===== src/rtl/pos_ctrl_pkg.sv =====
// Shared types for the position cell access controller: FSM states, read tag, read latency.
package pos_ctrl_pkg;

  localparam int unsigned POS_RD_LAT = 2;
  // Tag index width; must match the controller's ADDR_WIDTH.
  localparam int unsigned POS_IDX_W = 8;

  typedef enum logic [2:0] {
    StIdle,
    StRdCnt,
    StWaitCnt,
    StStream,
    StDrain
  } pos_state_e;

  typedef struct packed {
    logic                 valid;
    logic                 is_cnt;
    logic [POS_IDX_W-1:0] idx;
  } rd_tag_t;

endpackage


===== src/rtl/pos_rd_tag_pipe.sv =====
// Latency-matching shift register: a tag pushed with a memory read emerges as that read's data
// appears on mem_q.
module pos_rd_tag_pipe
  import pos_ctrl_pkg::*;
#(
  parameter int unsigned Depth = POS_RD_LAT
) (
  input  logic    clk,
  input  logic    rst_n,
  input  logic    clr,
  input  rd_tag_t tag_in,
  output rd_tag_t tag_out,
  output logic    busy
);

  rd_tag_t stage_q [Depth];

  always_ff @(posedge clk or negedge rst_n) begin
    if (!rst_n) begin
      for (int unsigned i = 0; i < Depth; i++) stage_q[i] <= '0;
    end else if (clr) begin
      for (int unsigned i = 0; i < Depth; i++) stage_q[i] <= '0;
    end else begin
      stage_q[0] <= tag_in;
      for (int unsigned i = 1; i < Depth; i++) stage_q[i] <= stage_q[i-1];
    end
  end

  always_comb begin
    busy = 1'b0;
    for (int unsigned i = 0; i < Depth; i++) busy = busy | stage_q[i].valid;
  end

  assign tag_out = stage_q[Depth-1];

endmodule


===== src/rtl/pos_cell_access_ctrl.sv =====
// Read sequencer and write arbiter in front of one single-port position cell memory.
// Optional macro POS_CTRL_PERF_CNT_EN adds the perf_stall_cnt output.
module pos_cell_access_ctrl
  import pos_ctrl_pkg::*;
#(
  parameter int unsigned DATA_WIDTH   = 96,
  parameter int unsigned PARTICLE_NUM = 220,
  parameter int unsigned ADDR_WIDTH   = 8,
  parameter int unsigned WR_BURST_MAX = 4
) (
  input  logic                  clk,
  input  logic                  rst_n,
  input  logic                  rd_start,
  input  logic                  rd_stall,
  output logic                  rd_busy,
  output logic                  rd_valid,
  output logic [DATA_WIDTH-1:0] rd_data,
  output logic [ADDR_WIDTH-1:0] rd_idx,
  output logic                  rd_done,
  output logic [ADDR_WIDTH-1:0] rd_cnt,
  output logic                  cnt_err,
  input  logic                  wr_valid,
  output logic                  wr_ready,
  input  logic [ADDR_WIDTH-1:0] wr_addr,
  input  logic [DATA_WIDTH-1:0] wr_data,
  output logic [ADDR_WIDTH-1:0] mem_address,
  output logic [DATA_WIDTH-1:0] mem_data,
  output logic                  mem_rden,
  output logic                  mem_wren,
`ifdef POS_CTRL_PERF_CNT_EN
  output logic [31:0]           perf_stall_cnt,
`endif
  input  logic [DATA_WIDTH-1:0] mem_q
);

  localparam int unsigned BurstW = $clog2(WR_BURST_MAX + 1);
  localparam int unsigned DrainW = $clog2(POS_RD_LAT + 1);
  localparam logic [ADDR_WIDTH-1:0] CntMax = ADDR_WIDTH'(PARTICLE_NUM - 1);

  pos_state_e state_q, state_d;

  logic [ADDR_WIDTH-1:0] rd_cnt_q;
  logic                  cnt_err_q;
  logic [ADDR_WIDTH-1:0] addr_q;
  logic [BurstW-1:0]     burst_q;
  logic [DrainW-1:0]     drain_q;
  logic                  ready_en_q;

  logic                  rd_slot, rd_pend, burst_full, wr_fire, rd_grant, start_acc;
  logic                  cnt_ret, cnt_over, last_issue, drain_full, pipe_busy;
  logic [ADDR_WIDTH-1:0] rd_addr, cnt_raw, cnt_clamp;
  rd_tag_t               tag_in, tag_out;

  // Arbitration: writes win unless the burst budget is spent while a read slot is waiting.
  always_comb begin
    rd_slot    = (state_q == StRdCnt) || (state_q == StStream);
    rd_pend    = rd_slot && !rd_stall;
    burst_full = (burst_q == BurstW'(WR_BURST_MAX));
    // ready_en_q keeps wr_ready low while in reset.
    wr_ready   = ready_en_q && !(burst_full && rd_pend);
    wr_fire    = wr_valid && wr_ready;
    rd_grant   = rd_pend && !wr_fire;
    start_acc  = (state_q == StIdle) && rd_start;
    rd_addr    = (state_q == StStream) ? addr_q : '0;
    last_issue = rd_grant && (state_q == StStream) && (addr_q == rd_cnt_q);
    drain_full = (drain_q == DrainW'(POS_RD_LAT));

    tag_in = '0;
    if (rd_grant) begin
      tag_in.valid  = 1'b1;
      tag_in.is_cnt = (state_q == StRdCnt);
      tag_in.idx    = POS_IDX_W'(rd_addr);
    end

    cnt_ret   = tag_out.valid && tag_out.is_cnt;
    cnt_raw   = mem_q[ADDR_WIDTH-1:0];
    cnt_over  = (cnt_raw > CntMax);
    cnt_clamp = cnt_over ? CntMax : cnt_raw;
  end

  pos_rd_tag_pipe #(
    .Depth(POS_RD_LAT)
  ) u_tag_pipe (
    .clk    (clk),
    .rst_n  (rst_n),
    .clr    (state_q == StIdle),
    .tag_in (tag_in),
    .tag_out(tag_out),
    .busy   (pipe_busy)
  );

  always_ff @(posedge clk or negedge rst_n) begin
    if (!rst_n) state_q <= StIdle;
    else        state_q <= state_d;
  end

  always_comb begin
    state_d = state_q;
    unique case (state_q)
      StIdle:    if (rd_start) state_d = StRdCnt;
      StRdCnt:   if (rd_grant) state_d = StWaitCnt;
      StWaitCnt: if (cnt_ret) state_d = (cnt_clamp == '0) ? StDrain : StStream;
      StStream:  if (last_issue) state_d = StDrain;
      StDrain:   if (rd_done) state_d = StIdle;
      default:   state_d = StIdle;
    endcase
  end

  // DRAIN always lasts the full read latency so done timing does not depend on the count.
  always_comb begin
    rd_busy = (state_q != StIdle);
    rd_done = (state_q == StDrain) && drain_full && !pipe_busy;
  end

  always_comb begin
    mem_rden    = rd_grant;
    mem_wren    = wr_fire;
    mem_address = wr_fire ? wr_addr : (rd_grant ? rd_addr : '0);
    mem_data    = wr_fire ? wr_data : '0;
    rd_valid    = tag_out.valid && !tag_out.is_cnt;
    rd_idx      = rd_valid ? ADDR_WIDTH'(tag_out.idx) : '0;
    rd_data     = rd_valid ? mem_q : '0;
    rd_cnt      = rd_cnt_q;
    cnt_err     = cnt_err_q;
  end

  always_ff @(posedge clk or negedge rst_n) begin
    if (!rst_n) begin
      rd_cnt_q   <= '0;
      cnt_err_q  <= 1'b0;
      addr_q     <= '0;
      burst_q    <= '0;
      drain_q    <= '0;
      ready_en_q <= 1'b0;
    end else begin
      ready_en_q <= 1'b1;

      if (start_acc) begin
        rd_cnt_q  <= '0;
        cnt_err_q <= 1'b0;
      end else if ((state_q == StWaitCnt) && cnt_ret) begin
        rd_cnt_q  <= cnt_clamp;
        cnt_err_q <= cnt_err_q | cnt_over;
      end

      if (state_q == StWaitCnt)                addr_q <= ADDR_WIDTH'(1);
      else if ((state_q == StStream) && rd_grant) addr_q <= addr_q + ADDR_WIDTH'(1);

      if (rd_grant || !rd_pend) burst_q <= '0;
      else if (wr_fire)         burst_q <= burst_q + BurstW'(1);

      if (state_q != StDrain) drain_q <= '0;
      else if (!drain_full)   drain_q <= drain_q + DrainW'(1);
    end
  end

`ifdef POS_CTRL_PERF_CNT_EN
  logic [31:0] perf_q;

  always_ff @(posedge clk or negedge rst_n) begin
    if (!rst_n)                                      perf_q <= '0;
    else if (start_acc)                              perf_q <= '0;
    else if (rd_slot && !rd_grant && (perf_q != '1)) perf_q <= perf_q + 32'd1;
  end

  assign perf_stall_cnt = perf_q;
`endif

endmodule


===== config.mk =====
export PLATFORM = sky130hd
export DESIGN_NAME = pos_cell_access_ctrl
export DESIGN_NICKNAME = d
export VERILOG_FILES = /design/src/rtl/pos_ctrl_pkg.sv /design/src/rtl/pos_rd_tag_pipe.sv /design/src/rtl/pos_cell_access_ctrl.sv
export SDC_FILE = /design/constraint.sdc
export NUM_CORES = 1
export LEC_CHECK = 0
export ABC_AREA = 1
export BUFFER_PORTS_ARGS = -buffer_cell sky130_fd_sc_hd__buf_2
export CORE_AREA = 2 2 165 167
export DETAILED_ROUTE_END_ITERATION = 10
export DIE_AREA = 0 0 167 169
export PLACE_DENSITY = 0.44
export SLEW_MARGIN = 20
export SYNTH_ARGS = -nofsm -noshare
export SYNTH_HDL_FRONTEND = slang
export SYNTH_SLANG_ARGS = --single-unit

===== constraint.sdc =====
create_clock -name clk -period 1.45 [get_ports clk]
set_clock_uncertainty 0.2 [all_clocks]
set_input_delay 0.0725 -clock clk [delete_from_list [all_inputs] [get_ports clk]]
set_output_delay 0.0725 -clock clk [all_outputs]
set_load 0.01 [all_outputs]

# Word level (Yosys, flattened, before mapping)
# Index checks and enable logic that the tools add are counted.
# totals
reg_bits	46
in_bits	205
out_inout_bits	223
word_cells	87
# classes
add_sub_neg	3
order_cmp	1
eq_ne	14
n_mux	26
bitwise_logic	2
reduce_logical	28
# ops
operator	n
$mux W96	2
$mux W8	9
$mux W3	8
$mux W20	1
$pmux W3 S5	1
$logic_and A1 B1 Y1	13
$mux W10	1
$ne A2 B2 Y1 const B	5
$add A8 B1 Y8 const B	1
$eq A8 B8 Y1	1
$gt A8 B8 Y1 const B	1
$logic_not A8 Y1	1
$eq A3 B2 Y1 const B	2
$eq A3 B3 Y1 const B	2
$logic_not A1 Y1	6
$reduce_bool A2 Y1	3
$reduce_and A5 Y1	1
$mux W2	2
$add A3 B1 Y3 const B	1
$eq A3 B1 Y1 const B	1
$logic_not A3 Y1	1
$ne A3 B3 Y1 const B	1
$reduce_bool A3 Y1	1
$add A2 B1 Y2 const B	1
5 further kinds	8

# Longest topological paths before layout
# logic_depth
word_depth	13
mapped_depth	10

# Hierarchy
# A second synthesis with hierarchy kept.
# unflattened
hier_cells	732
area_unflattened_um2	4042.6
# modules_own_cells
module	instances	cells_each	area_each_um2
pos_cell_access_ctrl	1	658	3286.9
pos_rd_tag_pipe	1	74	755.7

# Least setup slack after synthesis
# OpenSTA, ideal clock, no wires.
# synth_path
path_type	reg-to-output
startpoint	register burst_q[0]
endpoint	output port mem_data[75]
t_arrival_ps	1440
path_slack_ps	-263
path_stages_with_launch	10
n_path_buf	2
path_cell_list	dfrtp_1 -> inv_1 -> ha_1 -> nand2_1 -> o21ai_1 -> inv_2 -> nand2_4 -> buf_4 -> buf_4 -> nor2_1
# synth_between
elab_chain_len	6
# synth_rtl
item	line_no	text
start, declared	pos_cell_access_ctrl.sv:45	logic [BurstW-1:0] burst_q;
start signal, assigned	pos_cell_access_ctrl.sv:150	else if (wr_fire) burst_q <= burst_q + BurstW'(1);
$eq A3 B3 Y1	pos_cell_access_ctrl.sv:58	burst_full = (burst_q == BurstW'(WR_BURST_MAX));
$logic_and A1 B1 Y1	pos_cell_access_ctrl.sv:60	wr_ready = ready_en_q && !(burst_full && rd_pend);
$logic_not A1 Y1	pos_cell_access_ctrl.sv:60	
$logic_and A1 B1 Y1	pos_cell_access_ctrl.sv:60	
named net wr_ready	pos_cell_access_ctrl.sv:23	output logic wr_ready,
$logic_and A1 B1 Y1	pos_cell_access_ctrl.sv:61	wr_fire = wr_valid && wr_ready;
$mux W96	pos_cell_access_ctrl.sv:119	mem_data = wr_fire ? wr_data : '0;
end, declared	pos_cell_access_ctrl.sv:27	output logic [DATA_WIDTH-1:0] mem_data,
# The timed path passes the listed nets, and every way through them passes these cells.

# Worst setup path in the final report
# layout_path
startpoint	register burst_q[1]
endpoint	output port mem_address[4]
# layout_between
elab_chain_len	9
# layout_rtl
item	line_no	text
$eq A3 B3 Y1 *	pos_cell_access_ctrl.sv:58	
$logic_and A1 B1 Y1 *	pos_cell_access_ctrl.sv:60	
$logic_not A1 Y1 *	pos_cell_access_ctrl.sv:60	
$logic_and A1 B1 Y1 *	pos_cell_access_ctrl.sv:60	
$logic_and A1 B1 Y1 *	pos_cell_access_ctrl.sv:61	
$logic_not A1 Y1	pos_cell_access_ctrl.sv:62	rd_grant = rd_pend && !wr_fire;
$logic_and A1 B1 Y1	pos_cell_access_ctrl.sv:62	
$mux W8	pos_cell_access_ctrl.sv:118	mem_address = wr_fire ? wr_addr : (rd_grant ? rd_addr : '0);
$mux W8 *	pos_cell_access_ctrl.sv:118	
end, declared	pos_cell_access_ctrl.sv:26	output logic [ADDR_WIDTH-1:0] mem_address,
# Every way passes the cells marked *; elsewhere a longest branch is shown, timed or not.

==> impl_results.md <==
* H-Tree Depth at 2
* Initial core utilization at 14.56%
* Sequential area share after synthesis at 29.83%
* Leakage at a little under 6 nW
* Most frequent cells in the layout: buf_2 (292), inv_1 (245), buf_6 (152)
* Endpoints failing setup at between 200 and 300
* Layout Nets at around 1.4k
* Setup tns final at -105950 ps
* Slew margin rel. at 59.88%
* Gpl congestion at 0.7561
* Layout area overhead at 167.3%
* Num ports at 428
* Maximum Capacitance Violations at 0
* Yosys warnings at 0
* Worst slew pin tran at ~600 ps
* FILL cells at 2645
* Vias per cell at about 3.7
* Dpl cells at between 1k and 1.5k
* Storage cell area at 1152 sq um
* RSZ-0062 raised after global routing: yes
* Worst reg-to-reg path cell count at 12
* Hold Path Cell Cnt at 3
* Input/output buffers at ~430
* Clk slew on worst S/H paths at 70 ps
* Post-synth cell types at 35
* Hold slack at -26.38 ps
* Placed Area at 7287 sq um
* Slew Viols, Final at 0
* Fmax at 492.1 MHz
* Critical path arrival at 1760 ps
* CP endpoint kind: output pin
* Multi-input gate area at 2950 sq um
* Clock Tree Root: clkbuf_16
* DR WL/cell at about 14 um
* Post-Syn Area at around 3900 sq um
* Power Density at 893.2 nW/um^2
* Commonest non-fill, non-tap cell in the layout: buf_2
* Final Hold Vio Count at 1
* CP startpoint: burst_q[1]$_DFFE_PN0P_
* Mapped Cells at 692
* Routed Antenna Nets at 0
* Total number of vias at 5887
* DP HPWL at between 15000 and 20000 um
* Largest net degree at the start of global routing at 33
* Final WS setup at -582.2 ps
* Die height at 169 um
* Die area at 28220 sq um
* Crit Path Class: reg -> out
* Startpoint types: flop
* Status: complete, but fails checks
* Max VDD drop at 0.6624 mV
* Antenna Cells at 0
* Worst path required time at 1180 ps
* Cts bufs inserted at 5
* First-pass GRT wire length at around 30000 um
* DR iter-0 viols at 156
* Sinks on Clock Net at 46
* Worst r2r src: burst_q[1]$_DFFE_PN0P_
* Minimum clock period at 2032 ps
* GRT Overall Usage at 13.36%
* Final Routed Wirelength at 21750 um
* Syn Area/Cell at 5.576 sq um
* Clock Latency Late Sink at 290 ps
* Hold_sp: mem_q[2]
* CP max FO at 5
* Syn_nets at 901
* DRC at 0
* Core Area at between 20000 and 30000 sq um
* Vias in the first global route at 5469
* Core Rows at 60
* Violated checks: negative hold slack, negative setup slack
* Layout cell share with drive strength beyond 1 at 64.31%
* Seq cells post-synth at 46
* Hold WC Path Type: in -> reg
* CTS tree: yes
* Die span in x at approximately 170 um
* Max clock buf depth at 2
* Drt first pass iters at 6
* Grt ovf at 0
* Tcrit/Tclk final at 140.2%
* Initial antenna violation count at 0
* Post-route cell area at 10310 sq um
* Layout Cells excl Fill at between 1.5k and 2k
registers in the layout (all words and copies together) (netlist names):
register	cells
burst_q	3
rd_cnt	8
drain_q	2
u_tag_pipe.tag_out	10
addr_q	8
u_tag_pipe.stage_q	10
cnt_err	1
ready_en_q	1
state_q	3
final timing paths:
kind,slack (ps),to
max,-580,mem_address[4]
min,-30,rd_cnt[2]$_DFFE_PN0P_
max reg2reg,-500,state_q[0]$_DFFE_PN0P_
min reg2reg,270,u_tag_pipe.tag_out[3]$_DFF_PN0_
max in group asynchronous,490,drain_q[0]$_DFFE_PN0N_
min in group asynchronous,40,u_tag_pipe.stage_q[12]$_DFF_PN0_
power by group:
part / switching [W] / internal, W / leakage (nW)
clock network: 0.000525 / 0.000814 / 0.0760
logic: 0.00309 / 0.00326 / 5.11
registers: 0.000119 / 0.00140 / 0.629
metrics by stage:
stage | setup slack (ps) | hold slack [ps] | power, W | utilization, %
global placement | -319.9 | -174.2 | 0.004800 | 27.50
floorplan | -181.0 | -423.1 | 0.003202 | -
global route | -655.7 | 0.6954 | 0.009727 | 38.92
detailed placement | -323.3 | -169.3 | 0.004789 | 27.50
CTS | -589.5 | 2.368 | 0.007921 | 34.17
finish | -582.2 | -26.38 | 0.009213 | 38.92
cell usage after synthesis, drive strengths merged:
| master | count | area share (%) |
|---|---|---|
| a31oi | 2 | 0.71 |
| a21oi | 3 | 0.39 |
| nor2 | 233 | 23 |
| clkbuf | 8 | 0.78 |
| inv | 254 | 25 |
| nand2 | 72 | 7.4 |
| buf | 16 | 2.8 |
| o31ai | 2 | 0.39 |
| ha | 4 | 1.3 |
| xnor2 | 6 | 1.4 |
| nor3 | 3 | 0.39 |
| a22oi | 1 | 0.19 |
| o21bai | 1 | 0.19 |
| xor2 | 3 | 0.68 |
| or2 | 1 | 0.16 |
| o21ai | 9 | 1.4 |
| dfrtp | 46 | 30 |
| nand4 | 6 | 1.1 |
| conb | 1 | 0.097 |
| nand3 | 13 | 1.8 |
| o221ai | 3 | 0.68 |
| o22ai | 5 | 0.81 |
cell type report:
cell class | instances | area share, %
clock inverter | 3 | 0.4367
multi-input combinational | 370 | 28.60
timing repair buffer | 550 | 44.69
inverter | 254 | 9.583
clock buffer | 5 | 1.213
tap | 341 | 4.136
timing repair inverter | 2 | 0.1698
sequential | 46 | 11.17
worst max-delay path, stage by stage (launching register included):
cell and delay (ps):
dfrtp_1 370, inv_1 60, ha_2 190, nand2_4 70, buf_12 130, a31oi_4 170, nand2_4 130, inv_8 90
nand2_1 90, nand2_2 70, buf_6 90
logic make-up (layout without fill, tap and decap cells):
| logic type | Yosys count | after routing | share of synthesized area, % |
|---|---|---|---|
| AOI/OAI and AO/OA | 26 | 26 | 4.734 |
| xor gates and xnor gates | 9 | 9 | 2.043 |
| DFF | 46 | 46 | 29.83 |
| other | 1 | 1 | 0.09718 |
| adders and majority gates | 4 | 4 | 1.297 |
| buffers and inverters | 278 | 814 | 28.37 |
| and+or+nand+nor | 328 | 330 | 33.63 |
what timing repair did:
| item | in CTS | in global routing |
|---|---|---|
| gates resized for setup | 184 | 277 |
| hold endpoints to repair | 52 | 0 |
| setup buffers | 25 | 17 |
| hold buffers | 8 | 0 |
| setup endpoints to repair | 246 | 253 |
| cloned | 19 | 6 |
| pin swaps | 7 | 26 |
layer usage:
metal  global-route usage, %  vias to the layer above  share of wire (%)
met4                   4.460                        0                3.6
met5                       0                        -                  0
met1                   14.43                     2636                 36
met2                   26.48                      236                 55
li1                        -                     2975                  -
met3                   1.800                       40                5.3
Power figures use the tool's default switching activity.
